[config.mk]
export PLATFORM = sky130hd
export DESIGN_NAME = decode_stage
export DESIGN_NICKNAME = d
export VERILOG_FILES = /design/src/rtl/decode_stage.sv
export SDC_FILE = /design/constraint.sdc
export NUM_CORES = 1
export LEC_CHECK = 0
export ABC_AREA = 1
export CAP_MARGIN = 20
export CORE_UTILIZATION = 45
export DETAILED_ROUTE_END_ITERATION = 16
export GPL_ROUTABILITY_DRIVEN = 0
export PLACE_DENSITY = 0.81
export SKIP_CTS_REPAIR_TIMING = 1
export SLEW_MARGIN = 15
export SYNTH_ARGS = -nofsm -noshare
export SYNTH_HDL_FRONTEND = slang
export SYNTH_SLANG_ARGS = --single-unit
[constraint.sdc]
create_clock -name clk -period 4.1 [get_ports clk]
set_input_delay 0.615 -clock clk [delete_from_list [all_inputs] [get_ports clk]]
set_output_delay 0.615 -clock clk [all_outputs]
set_load 0.02 [all_outputs]
[src/rtl/decode_stage.sv]
// RV32I/Zicsr/Zifencei decode stage: combinational decode on capture, followed by a
// registered output stage (2-entry skid buffer when SKID=1, single register when SKID=0).
module decode_stage #(
  parameter int XLEN = 32,
  parameter int SKID = 1
) (
  input  logic            clk,
  input  logic            rst,
  input  logic            in_valid,
  output logic            in_ready,
  input  logic [31:0]     in_inst,
  input  logic [XLEN-1:0] in_pc,
  input  logic            flush,
  output logic            out_valid,
  input  logic            out_ready,
  output logic [XLEN-1:0] out_pc,
  output logic [18:0]     out_ctrl,
  output logic [2:0]      out_alu_op,
  output logic [4:0]      out_rd,
  output logic [4:0]      out_rs1,
  output logic [4:0]      out_rs2,
  output logic [XLEN-1:0] out_imm,
  output logic [1:0]      dbg_state
);

  localparam int C_ALU_IMM  = 0;
  localparam int C_ALU_SUB  = 1;
  localparam int C_ALU_SRA  = 2;
  localparam int C_RD_W     = 3;
  localparam int C_LD_UPPER = 4;
  localparam int C_ADD_PC   = 5;
  localparam int C_JMP_REG  = 6;
  localparam int C_BRANCH   = 7;
  localparam int C_JMP      = 8;
  localparam int C_LOAD     = 9;
  localparam int C_STORE    = 10;
  localparam int C_FENCE    = 11;
  localparam int C_FENCEI   = 12;
  localparam int C_CSR      = 13;
  localparam int C_CSR_ZIMM = 14;
  localparam int C_CSR_W    = 15;
  localparam int C_CSR_SET  = 16;
  localparam int C_CSR_CLR  = 17;
  localparam int C_ILLEGAL  = 18;

  localparam logic [6:0] OP_LUI    = 7'b0110111;
  localparam logic [6:0] OP_AUIPC  = 7'b0010111;
  localparam logic [6:0] OP_JAL    = 7'b1101111;
  localparam logic [6:0] OP_JALR   = 7'b1100111;
  localparam logic [6:0] OP_BRANCH = 7'b1100011;
  localparam logic [6:0] OP_LOAD   = 7'b0000011;
  localparam logic [6:0] OP_STORE  = 7'b0100011;
  localparam logic [6:0] OP_IMM    = 7'b0010011;
  localparam logic [6:0] OP_REG    = 7'b0110011;
  localparam logic [6:0] OP_FENCE  = 7'b0001111;
  localparam logic [6:0] OP_SYSTEM = 7'b1110011;

  typedef enum logic [1:0] {
    ST_EMPTY = 2'd0,
    ST_ONE   = 2'd1,
    ST_TWO   = 2'd2
  } state_t;

  typedef struct packed {
    logic [XLEN-1:0] pc;
    logic [18:0]     ctrl;
    logic [2:0]      alu_op;
    logic [4:0]      rd;
    logic [4:0]      rs1;
    logic [4:0]      rs2;
    logic [XLEN-1:0] imm;
  } entry_t;

  logic [6:0]  opcode;
  logic [2:0]  f3;
  logic [6:0]  f7;
  logic        sh_log_ok;
  logic        sh_ari_ok;
  logic        bad;
  logic [18:0] d_ctrl;
  logic [2:0]  d_op;
  logic [31:0] d_imm32;
  entry_t      dec;

  assign opcode = in_inst[6:0];
  assign f3     = in_inst[14:12];
  assign f7     = in_inst[31:25];

  // RV64 shifts take a 6-bit shamt, so bit 25 belongs to the amount rather than funct7.
  assign sh_log_ok = (XLEN == 64) ? (in_inst[31:26] == 6'b000000) : (f7 == 7'b0000000);
  assign sh_ari_ok = (XLEN == 64) ? (in_inst[31:26] == 6'b010000) : (f7 == 7'b0100000);

  always_comb begin
    d_ctrl  = '0;
    d_op    = '0;
    bad     = 1'b0;
    d_imm32 = {{20{in_inst[31]}}, in_inst[31:20]};
    case (opcode)
      OP_LUI: begin
        d_ctrl[C_RD_W] = 1'b1; d_ctrl[C_LD_UPPER] = 1'b1;
        d_imm32 = {in_inst[31:12], 12'b0};
      end
      OP_AUIPC: begin
        d_ctrl[C_RD_W] = 1'b1; d_ctrl[C_ADD_PC] = 1'b1;
        d_imm32 = {in_inst[31:12], 12'b0};
      end
      OP_JAL: begin
        d_ctrl[C_RD_W] = 1'b1; d_ctrl[C_JMP] = 1'b1;
        d_imm32 = {{11{in_inst[31]}}, in_inst[31], in_inst[19:12], in_inst[20],
                   in_inst[30:21], 1'b0};
      end
      OP_JALR: begin
        d_ctrl[C_RD_W] = 1'b1; d_ctrl[C_JMP] = 1'b1; d_ctrl[C_JMP_REG] = 1'b1;
        bad = (f3 != 3'b000);
      end
      OP_BRANCH: begin
        d_ctrl[C_BRANCH] = 1'b1; d_op = f3;
        d_imm32 = {{19{in_inst[31]}}, in_inst[31], in_inst[7], in_inst[30:25],
                   in_inst[11:8], 1'b0};
        bad = (f3 == 3'b010) || (f3 == 3'b011);
      end
      OP_LOAD: begin
        d_ctrl[C_RD_W] = 1'b1; d_ctrl[C_LOAD] = 1'b1; d_op = f3;
        bad = (f3 == 3'b011) || (f3 == 3'b110) || (f3 == 3'b111);
      end
      OP_STORE: begin
        d_ctrl[C_STORE] = 1'b1; d_op = f3;
        d_imm32 = {{20{in_inst[31]}}, in_inst[31:25], in_inst[11:7]};
        bad = (f3 > 3'b010);
      end
      OP_IMM: begin
        d_ctrl[C_RD_W] = 1'b1; d_ctrl[C_ALU_IMM] = 1'b1; d_op = f3;
        if (f3 == 3'b001) begin
          bad = !sh_log_ok;
        end else if (f3 == 3'b101) begin
          if (sh_ari_ok) d_ctrl[C_ALU_SRA] = 1'b1;
          else           bad = !sh_log_ok;
        end
      end
      OP_REG: begin
        d_ctrl[C_RD_W] = 1'b1; d_op = f3;
        if (f7 == 7'b0100000 && f3 == 3'b000)      d_ctrl[C_ALU_SUB] = 1'b1;
        else if (f7 == 7'b0100000 && f3 == 3'b101) d_ctrl[C_ALU_SRA] = 1'b1;
        else                                       bad = (f7 != 7'b0000000);
      end
      OP_FENCE: begin
        if (f3 == 3'b000)      d_ctrl[C_FENCE]  = 1'b1;
        else if (f3 == 3'b001) d_ctrl[C_FENCEI] = 1'b1;
        else                   bad = 1'b1;
      end
      OP_SYSTEM: begin
        if (f3[1:0] == 2'b00) begin
          bad = 1'b1;
        end else begin
          d_ctrl[C_RD_W]      = 1'b1;
          d_ctrl[C_CSR]       = 1'b1;
          d_ctrl[C_CSR_ZIMM]  = f3[2];
          d_ctrl[C_CSR_W]     = (f3[1:0] == 2'b01);
          d_ctrl[C_CSR_SET]   = (f3[1:0] == 2'b10);
          d_ctrl[C_CSR_CLR]   = (f3[1:0] == 2'b11);
          if (f3[2]) d_imm32 = {27'b0, in_inst[19:15]};
        end
      end
      default: bad = 1'b1;
    endcase
    if (in_inst[1:0] != 2'b11) bad = 1'b1;
    if (bad) begin
      d_ctrl            = '0;
      d_ctrl[C_ILLEGAL] = 1'b1;
      d_op              = '0;
    end
  end

  assign dec = {in_pc, d_ctrl, d_op, in_inst[11:7], in_inst[19:15], in_inst[24:20],
                XLEN'($signed(d_imm32))};

  // Handshake: a transfer happens on a rising edge where valid and ready are both high;
  // valid never depends on ready, and out_* stay frozen while out_valid && !out_ready.
  state_t state, state_nx;
  entry_t head, head_nx, skid, skid_nx;
  logic   in_ready_q;
  logic   in_xfer, out_xfer;

  assign in_xfer  = in_valid && in_ready;
  assign out_xfer = out_valid && out_ready;

  always_comb begin
    state_nx = state;
    head_nx  = head;
    skid_nx  = skid;
    case (state)
      ST_EMPTY: if (in_xfer) begin
        head_nx  = dec;
        state_nx = ST_ONE;
      end
      ST_ONE: begin
        if (in_xfer && out_xfer) begin
          head_nx = dec;
        end else if (in_xfer) begin
          skid_nx  = dec;
          state_nx = ST_TWO;
        end else if (out_xfer) begin
          state_nx = ST_EMPTY;
        end
      end
      ST_TWO: if (out_xfer) begin
        head_nx  = skid;
        state_nx = ST_ONE;
      end
      default: state_nx = ST_EMPTY;
    endcase
    if (flush) state_nx = ST_EMPTY;
  end

  always_ff @(posedge clk) begin
    if (rst) begin
      state      <= ST_EMPTY;
      head       <= '0;
      skid       <= '0;
      in_ready_q <= 1'b1;
    end else begin
      state      <= state_nx;
      head       <= head_nx;
      skid       <= skid_nx;
      in_ready_q <= (state_nx != ST_TWO);
    end
  end

  // Reset gating keeps both sides quiet during the reset cycle itself.
  assign in_ready   = rst ? 1'b0 : ((SKID != 0) ? in_ready_q : (!out_valid || out_ready));
  assign out_valid  = (state != ST_EMPTY) && !rst;
  assign out_pc     = head.pc;
  assign out_ctrl   = head.ctrl;
  assign out_alu_op = head.alu_op;
  assign out_rd     = head.rd;
  assign out_rs1    = head.rs1;
  assign out_rs2    = head.rs2;
  assign out_imm    = head.imm;
  assign dbg_state  = state;

endmodule

==> results of run 1 <==
-- power groups by stage --
stage | clock, W | combinational, W | sequential (W)
floorplan | 0 | 0.000264 | 0.00225
global placement | 0 | 0.000640 | 0.00217
detailed placement | 0 | 0.000649 | 0.00217
CTS | 0.00207 | 0.000654 | 0.00213
global route | 0.00216 | 0.000708 | 0.00214
finish | 0.00204 | 0.000658 | 0.00213
-- area by class of cell --
type / count / area [um^2] / share of cell area [%]
Clock buffer: 32 / 669 / 5.66
Clock inverter: 9 / 82.6 / 0.699
Inverter: 115 / 434 / 3.67
Multi-Input combinational cell: 883 / 4320 / 36.5
Sequential cell: 205 / 4100 / 34.7
Tap cell: 270 / 338 / 2.86
Timing Repair Buffer: 186 / 1870 / 15.9
-- metrics by stage --
| stage | power (W) | setup WS, ps | instances | util [%] | hold WS, ps |
|---|---|---|---|---|---|
| finish | 0.00482 | 1330 | 1700 | 58.2 | 442 |
| global route | 0.00501 | 1110 | 1700 | 58.2 | 457 |
| CTS | 0.00485 | 1410 | 1699 | 58.1 | 445 |
| detailed placement | 0.00282 | 872 | 1658 | 54.4 | 436 |
| global placement | 0.00281 | 991 | 1658 | 54.4 | 432 |
| floorplan | 0.00252 | 2170 | 1306 | - | 424 |
-- cell usage after synthesis, types with 3 or more instances --
cell and n:
nand2_1 214, o21ai_0 208, dfxtp_1 205, a21oi_1 173, nor2_1 117, inv_1 101
clkbuf_1 53, a31oi_1 47, buf_2 32, nand3_1 32, o21ai_1 19, inv_2 13
nand4_1 11, o211ai_2 10, o22ai_1 10, nand2_2 9, buf_6 8, buf_1 7
nor2_2 7, nor3_1 6, nor2_4 5, o211ai_1 3, o21ai_2 3
-- final timing paths --
| check | from | endpoint | slack [ps] | cells after the start |
|---|---|---|---|---|
| worst max-delay path | in_inst[1] | skid[20] | 1330 | 10 |
| worst min-delay path | skid[44] | skid[44] | 440 | 2 |
| worst min register to register | skid[44] | skid[44] | 440 | 2 |
| worst max register to register | dbg_state[1] | out_imm[26] | 1580 | 7 |
-- flip-flops by register name, indices dropped and copies added, names as in the netlist --
register	count
out_rs1	5
out_imm	32
out_rd	5
out_alu_op	3
out_pc	32
skid	101
in_ready_q	1
out_rs2	5
out_ctrl	19
dbg_state	2
-- metal layers --
layer  up-vias  global-route usage (%)  part of all wire (%)
li1       4571                       -                     -
met1      4290                    33.7                    43
met4         0                    8.65                   2.7
met3        52                    4.01                   9.0
met2       462                    40.4                    46
met5         -                       0                     0
-- worst register-to-register path, cell delays in order, from the launching register on --
cell     delay [ps]
dfxtp_1         350
inv_1           190
nor2_4           40
buf_4           280
inv_2           850
buf_4           460
nand2_1         130
a21oi_1         150
-- cells by family after synthesis --
family | count (synthesis) | synth area share (%)
AOI/OAI and AO/OA | 476 | 27.5
and+or+nand+nor | 407 | 18.6
buffers and inverters | 218 | 9.91
DFF | 205 | 44.0
==> results.sh, run 1 <==
export IMPL_maxCapViolCount=0
export IMPL_synth_distinct_cells=33
export IMPL_grt_first_pass_wirelength_um=43600
export IMPL_clock_sinks=205
export IMPL_netlist_top_cells_area="dfxtp_1 44%, o21ai_0 11%, a21oi_1 9.3%"
export IMPL_die_area_mm2=0.0213
export IMPL_comb_power_share_pct=13.6
export IMPL_yosysSeqAreaShare_pct=44.0
export IMPL_via_per_inst=5.51
export IMPL_cts_tree="yes"
export IMPL_p_int_w=0.00356
export IMPL_synth_edf_count=0
export IMPL_firstDrtPassIters=7
export IMPL_dp_hpwl_um=16900
export IMPL_grt_max_degree=150
export IMPL_io_buffers=173
export IMPL_die_h_um=146
export IMPL_num_antenna_cells=0
export IMPL_postSynthCellCount=1306
export IMPL_final_nets=1483
export IMPL_totalWireLength_um=27500
export IMPL_slew_violations=0
export IMPL_fin_crit_ps=2770
export IMPL_ys_ff_latch=205
export IMPL_p_per_area_mw_per_mm2=408
export IMPL_layout_drive_gt1_share_pct=7.62
export IMPL_path_buf_inv=2
export IMPL_syn_nets=1375
export IMPL_wl_per_cell_um=16.2
export IMPL_vias=9375
export IMPL_grt_pass1_vias=8296
export IMPL_p_leak_nw=4.88
export IMPL_peakVddDrop_v=0.000263
export IMPL_drc=0
export IMPL_yosysWarnings=0
export IMPL_drt_iter0_drc=856
export IMPL_crit_chain="clkdlybuf4s50_1, nand2_2, nor2_2, nand2_1, nand2_1, nor2_2, nand3_2, o211ai_1, o21ai_0, inv_1"
export IMPL_hp_class="reg -> reg"
export IMPL_final_common_cell="nand2_1"
export IMPL_cp_start_kind="primary input"
export IMPL_num_rows=52
export IMPL_ys_flop_type="dfxtp_1"
export IMPL_timing_final_crit_share_pct=67.5
export IMPL_tns_ps=0
export IMPL_grtUsageTotal_pct=25.0
export IMPL_yosysTopAreaCell="dfxtp_1"
export IMPL_cts_buffer_depth=3
export IMPL_p_sw_share_pct=26.1
export IMPL_fmax_mhz=361
export IMPL_initial_core_util_pct=46.0
export IMPL_cts_root_buf="clkbuf_16"
export IMPL_clkLatencyLatePin_ps=510
export IMPL_fin_skew_ps=8.51
export IMPL_tightest_slew_ps=1050
export IMPL_design_area_mm2=0.0118
export IMPL_slowest_stage="clkdlybuf4s50_1"
export IMPL_final_setup_viol_count=0
export IMPL_end_kind="register"
export IMPL_status="completed"
export IMPL_rsz0062_at_grt="no"
export IMPL_synth_area_per_cell_um2=7.14
export IMPL_die_x_um=146
export IMPL_pwr_share_clk_pct=42.3
export IMPL_crit_type="in -> reg"
export IMPL_io_pins=174
export IMPL_power_share_sequential_pct=44.1
export IMPL_arrival_ps=3170
export IMPL_critPathRequiredTime_ps=4500
export IMPL_async_flop_share_pct=0
export IMPL_critPathTopFamily="simple AND/OR/NAND/NOR gates"
export IMPL_hold_violations=0
export IMPL_h_tree_depth=1
export IMPL_cts_buffers=23
export IMPL_syn_area_mm2=0.00933
export IMPL_coreArea_mm2=0.0203
export IMPL_critPathMaxStageDelay_ps=470
export IMPL_synth_top_area_share_pct=44.0
export IMPL_final_cell_mix="213 x nand2_1, 208 x o21ai_0, 205 x dfxtp_1"
export IMPL_p_sw_w=0.00126
export IMPL_gr_total_overflow=0
export IMPL_slew_headroom_pct=29.7
export IMPL_area_growth_pct=26.7
export IMPL_clkSlewWorstSetupHoldPaths_ps=60
export IMPL_crit_path_max_fanout=20
export IMPL_final_antenna_net_count=0
export IMPL_fill_cells=1858
export IMPL_antenna_found_initial=0
export IMPL_dpl_cell_area_mm2=0.0110
No activity file was read; power rests on OpenSTA's default activity.
==> inputs of run 2 (changes only) <==
Settings changed: PLACE_DENSITY 0.81 to 0.84.
Clock period 4.1 ns to 2.35 ns, I/O delays scaled along.
==> run 2 against run 1 <==
  * Register-to-register slack got worse by 1300 ps
  * Sequential share of layout area shrank 0.91 points
  * Total power grew 73%
  * Sequential cell count stayed put
  * Worst setup slack got worse by 1200 ps
  * Routed wire length fell by 0.94%
  * Via count increased by 2.0%
  * First-iteration DRC count grew 2.2%
  * Critical path type is now in -> out
==> results.sh, run 2 (same netlist as run 1, synthesis figures left out) <==
export IMPL_status="completed"
export IMPL_whs_ps=443
export IMPL_regArea_mm2=0.00410
export IMPL_peakVddDrop_v=0.000381
export IMPL_final_antenna_net_count=0
export IMPL_clock_sinks=205
export IMPL_coreArea_mm2=0.0203
export IMPL_cts_buffers=22
export IMPL_critPathTopFamily="buffers and inverters"
export IMPL_critPathMaxStageDelay_ps=620
export IMPL_final_cells=1734
export IMPL_crit_path_max_fanout=5
export IMPL_cp_start_kind="primary input"
export IMPL_dp_slack_ps=-21.2
export IMPL_power_share_sequential_pct=44.5
export IMPL_final_setup_viol_count=0
export IMPL_path_common_cell="clkdlybuf4s50_1"
export IMPL_drt_iter0_drc=875
export IMPL_grt_first_pass_wirelength_um=44600
export IMPL_fin_skew_ps=22.9
export IMPL_end_kind="output pin"
export IMPL_fill_cells=1804
export IMPL_die_area_mm2=0.0213
export IMPL_final_cell_mix="213 x nand2_1, 208 x o21ai_0, 205 x dfxtp_1"
export IMPL_p_per_area_mw_per_mm2=688
export IMPL_cts_tree="yes"
export IMPL_drc=0
export IMPL_p_int_w=0.00620
export IMPL_antenna_found_initial=1
export IMPL_totalPowerFinal_w=0.00835
export IMPL_vias=9560
export IMPL_grtUsageTotal_pct=25.3
export IMPL_fmax_mhz=456
export IMPL_p_sw_w=0.00215
export IMPL_slowest_stage="clkdlybuf4s50_1"
export IMPL_maxCapViolCount=0
export IMPL_path_buf_inv=3
export IMPL_die_x_um=146
export IMPL_die_h_um=146
export IMPL_firstDrtPassIters=5
export IMPL_regMostFlops="skid"
export IMPL_clkLatencyLatePin_ps=520
export IMPL_layout_drive_gt1_share_pct=9.57
export IMPL_p_leak_nw=5.06
export IMPL_h_tree_depth=1
export IMPL_via_per_inst=5.51
export IMPL_rsz0062_at_grt="no"
export IMPL_crit_chain="clkdlybuf4s50_1, buf_4, a21oi_1, clkdlybuf4s50_1"
export IMPL_fin_crit_ps=2190
export IMPL_largest_reg_flops=101
export IMPL_p_sw_share_pct=25.8
export IMPL_arrival_ps=1840
export IMPL_num_rows=52
export IMPL_wl_per_cell_um=15.7
export IMPL_cts_buffer_depth=3
export IMPL_io_buffers=173
export IMPL_totalWireLength_um=27200
export IMPL_hold_violations=0
export IMPL_final_nets=1518
export IMPL_hp_class="reg -> reg"
export IMPL_timing_final_crit_share_pct=93.3
export IMPL_multi_input_area_mm2=0.00432
export IMPL_gr_total_overflow=0
export IMPL_initial_core_util_pct=46.0
export IMPL_dp_cells=1695
export IMPL_slew_headroom_pct=56.3
export IMPL_setup_slack_ps=156
export IMPL_cts_root_buf="clkbuf_16"
export IMPL_slew_violations=0
export IMPL_dp_hpwl_um=18000
export IMPL_comb_power_share_pct=14.1
export IMPL_clkSlewWorstSetupHoldPaths_ps=60
export IMPL_area_growth_pct=30.1
export IMPL_crit_type="in -> out"
export IMPL_pwr_share_clk_pct=41.4
export IMPL_grt_pass1_vias=8728
export IMPL_grt_max_degree=166
export IMPL_tightest_slew_ps=656
export IMPL_final_common_cell="nand2_1"
export IMPL_io_pins=174
export IMPL_critPathRequiredTime_ps=2000
run 2: changes by cell type in the layout (fill, tap and decap cells not counted):
cell	delta
buf_12	+8
buf_16	-1
buf_4	+29
clkbuf_1	+2
clkbuf_8	-1
clkinv_2	-1
clkinvlp_4	-1
diode_2	+1
inv_6	-2
run 2: final timing paths:
check	from	endpoint	slack, ps	cells after the start
setup / recovery	rst	out_valid	160	4
hold / removal	skid[85]	skid[85]	440	2
setup reg to reg	dbg_state[1]	out_pc[5]	330	9
hold reg to reg	skid[85]	skid[85]	440	2
run 2: worst register-to-register path, cell delays in order, from the launching register on:
cell and delay [ps]:
dfxtp_1 410, inv_1 150, nand2_1 110, nand3_2 130, nand2_1 90, nand2_1 100, nor2_4 190, buf_4 390
o21ai_0 200, a31oi_1 180
run 2: area by class of cell:
class | instances | share of cell area [%]
Antenna cell | 1 | 0.0206
Clock buffer | 33 | 5.47
Clock inverter | 5 | 0.433
Inverter | 115 | 3.58
Multi-Input combinational cell | 883 | 35.6
Sequential cell | 205 | 33.8
Tap cell | 270 | 2.78
Timing Repair Buffer | 222 | 18.3
run 2: metrics by stage:
step	setup TNS, ps	cell area [um^2]	util (%)
final	0	12100	59.8
after detailed placement	-25.4	11400	56.2
after CTS	0	12100	59.8
after global placement	0	11400	56.2
after floorplan	0	9330	-
after global routing	0	12100	59.8
run 2: power by group through the flow:
stage | Sequential (W) | Combinational [W] | Clock (W)
6_report | 0.00372 | 0.00118 | 0.00346
5_1_grt | 0.00373 | 0.00128 | 0.00362
4_1_cts | 0.00372 | 0.00118 | 0.00349
3_5_place_dp | 0.00379 | 0.00117 | 0
3_3_place_gp | 0.00379 | 0.00115 | 0
2_1_floorplan | 0.00393 | 0.000461 | 0
run 2: metal layers:
metal | up-vias | share of wire, % | global-route usage (%)
met1 | 4370 | 41 | 34.5
met4 | 0 | 3.6 | 9.90
met3 | 78 | 8.8 | 3.51
li1 | 4643 | - | -
met5 | - | 0 | 0
met2 | 469 | 46 | 40.4
==> inputs of run 3 (changes only) <==
Settings changed: CTS_BUF_LIST set to sky130_fd_sc_hd__clkbuf_16, HOLD_SLACK_MARGIN set to 0.12.
==> run 3 against run 2 <==
  * Final cell count stayed put
  * Sequential share of layout area is 0.14 points higher
  * Worst hold slack better by 0.68 ps
  * Cell area is 0.41% lower
  * Highest routed layer unchanged
  * Clock power is 6.1% lower
  * Total power is 2.4% lower
==> results.sh, run 3 (same netlist as run 1, synthesis figures left out) <==
export IMPL_dp_hpwl_um=18000
export IMPL_tns_ps=0
export IMPL_dpl_cell_area_mm2=0.0114
export IMPL_final_nets=1518
export IMPL_p_leak_nw=5.05
export IMPL_final_cells=1734
export IMPL_clkLatencyLatePin_ps=520
export IMPL_design_area_mm2=0.0121
export IMPL_h_tree_depth=1
export IMPL_timing_final_crit_share_pct=93.3
export IMPL_cts_root_buf="clkbuf_16"
export IMPL_final_common_cell="nand2_1"
export IMPL_gr_total_overflow=0
export IMPL_die_x_um=146
export IMPL_wl_per_cell_um=15.7
export IMPL_io_pins=174
export IMPL_io_buffers=173
export IMPL_layout_drive_gt1_share_pct=9.23
export IMPL_drc=0
export IMPL_totalPowerFinal_w=0.00815
export IMPL_dp_cells=1695
export IMPL_drt_iter0_drc=891
export IMPL_grt_pass1_vias=8708
export IMPL_num_rows=52
export IMPL_slowest_stage="clkdlybuf4s50_1"
export IMPL_dp_slack_ps=-21.2
export IMPL_peakVddDrop_v=0.000379
export IMPL_via_per_inst=5.51
export IMPL_regMostFlops="skid"
export IMPL_initial_core_util_pct=46.0
export IMPL_die_area_mm2=0.0213
export IMPL_crit_chain="clkdlybuf4s50_1, buf_4, a21oi_1, clkdlybuf4s50_1"
export IMPL_die_h_um=146
export IMPL_grt_first_pass_wirelength_um=44300
export IMPL_crit_type="in -> out"
export IMPL_clock_sinks=205
export IMPL_fin_skew_ps=26.1
export IMPL_cp_start_kind="primary input"
export IMPL_critPathRequiredTime_ps=2000
export IMPL_largest_reg_flops=101
export IMPL_totalWireLength_um=27200
export IMPL_vias=9556
export IMPL_antenna_found_initial=1
export IMPL_setup_slack_ps=156
export IMPL_critPathTopFamily="buffers and inverters"
export IMPL_rrSetupSlack_ps=360
export IMPL_area_growth_pct=29.5
export IMPL_arrival_ps=1840
export IMPL_slew_headroom_pct=59.2
export IMPL_grtUsageTotal_pct=25.1
export IMPL_cts_buffers=22
export IMPL_fill_cells=1813
export IMPL_firstDrtPassIters=6
export IMPL_r2r_cells=9
export IMPL_hp_class="reg -> reg"
export IMPL_p_per_area_mw_per_mm2=675
export IMPL_final_antenna_net_count=0
export IMPL_slew_violations=0
export IMPL_final_setup_viol_count=0
export IMPL_end_kind="output pin"
export IMPL_rsz0062_at_grt="no"
export IMPL_whs_path_depth=2
export IMPL_clkSlewWorstSetupHoldPaths_ps=60
export IMPL_cts_buffer_depth=3
export IMPL_crit_path_max_fanout=5
export IMPL_critPathMaxStageDelay_ps=620
export IMPL_path_common_cell="clkdlybuf4s50_1"
export IMPL_maxCapViolCount=0
export IMPL_regToRegStartpoint="dbg_state[1]"
export IMPL_final_cell_mix="213 x nand2_1, 208 x o21ai_0, 205 x dfxtp_1"
export IMPL_tightest_slew_ps=611
export IMPL_fmax_mhz=456
export IMPL_hold_end="skid[89]"
export IMPL_fin_crit_ps=2190
export IMPL_grt_max_degree=166
export IMPL_cts_tree="yes"
export IMPL_status="completed"
export IMPL_coreArea_mm2=0.0203
export IMPL_min_from="skid[89]"
export IMPL_rr_endpoint="out_pc[17]"
export IMPL_hold_violations=0
export IMPL_path_buf_inv=3
-- run 3: changes by cell type in the layout (fill, tap and decap cells not counted), sizes merged --
cell | before | now
clkinv | 4 | 9
clkbuf | 33 | 23
inv | 114 | 119
-- run 3: worst max-delay path by stage --
stage                       startpoint          end  slack [ps]  cells after the start
after floorplan                    rst     skid[38]         700                      9
after global placement      in_inst[4]  out_imm[31]          30                     12
after detailed placement    in_inst[4]  out_imm[31]         -20                     12
after CTS                 dbg_state[0]    out_valid         120                      3
after global routing      dbg_state[0]    out_valid          40                      3
final                              rst    out_valid         160                      4
-- run 3: final cells by class --
type	instances	area [um^2]	share of cell area (%)
multi-input cells	883	4320	35.7
clock buffers	23	576	4.76
inverters	115	434	3.59
clock inverters	15	90.1	0.745
diodes	1	2.50	0.0207
well taps	270	338	2.80
flip-flops and latches	205	4100	34.0
repair buffers	222	2220	18.4
-- run 3: power breakdown --
part           leakage (nW)  switching [W]  total, W  internal, W
clock                 0.344        0.00139   0.00325      0.00186
combinational          3.04       0.000664   0.00118     0.000518
sequential             1.67      0.0000838   0.00372      0.00363
total                  5.05        0.00214   0.00815      0.00601
-- run 3: tightest hold or removal path, stage by stage (launching register included) --
cell and delay (ps):
dfxtp_1 310, inv_1 40, a21oi_1 50
-- run 3: per-stage QoR --
stage	hold slack [ps]	utilization, %
floorplan	424	-
finish	444	59.5
global placement	432	56.2
CTS	429	59.5
detailed placement	437	56.2
global route	457	59.5
-- run 3: routing by layer --
layer | GRT usage (%) | wire length [um] | share of wire [%]
met1 | 34.2 | 11400 | 42
met2 | 40.2 | 12500 | 46
met5 | 0 | 0 | 0
met3 | 3.61 | 2320 | 8.5
met4 | 9.64 | 950 | 3.5
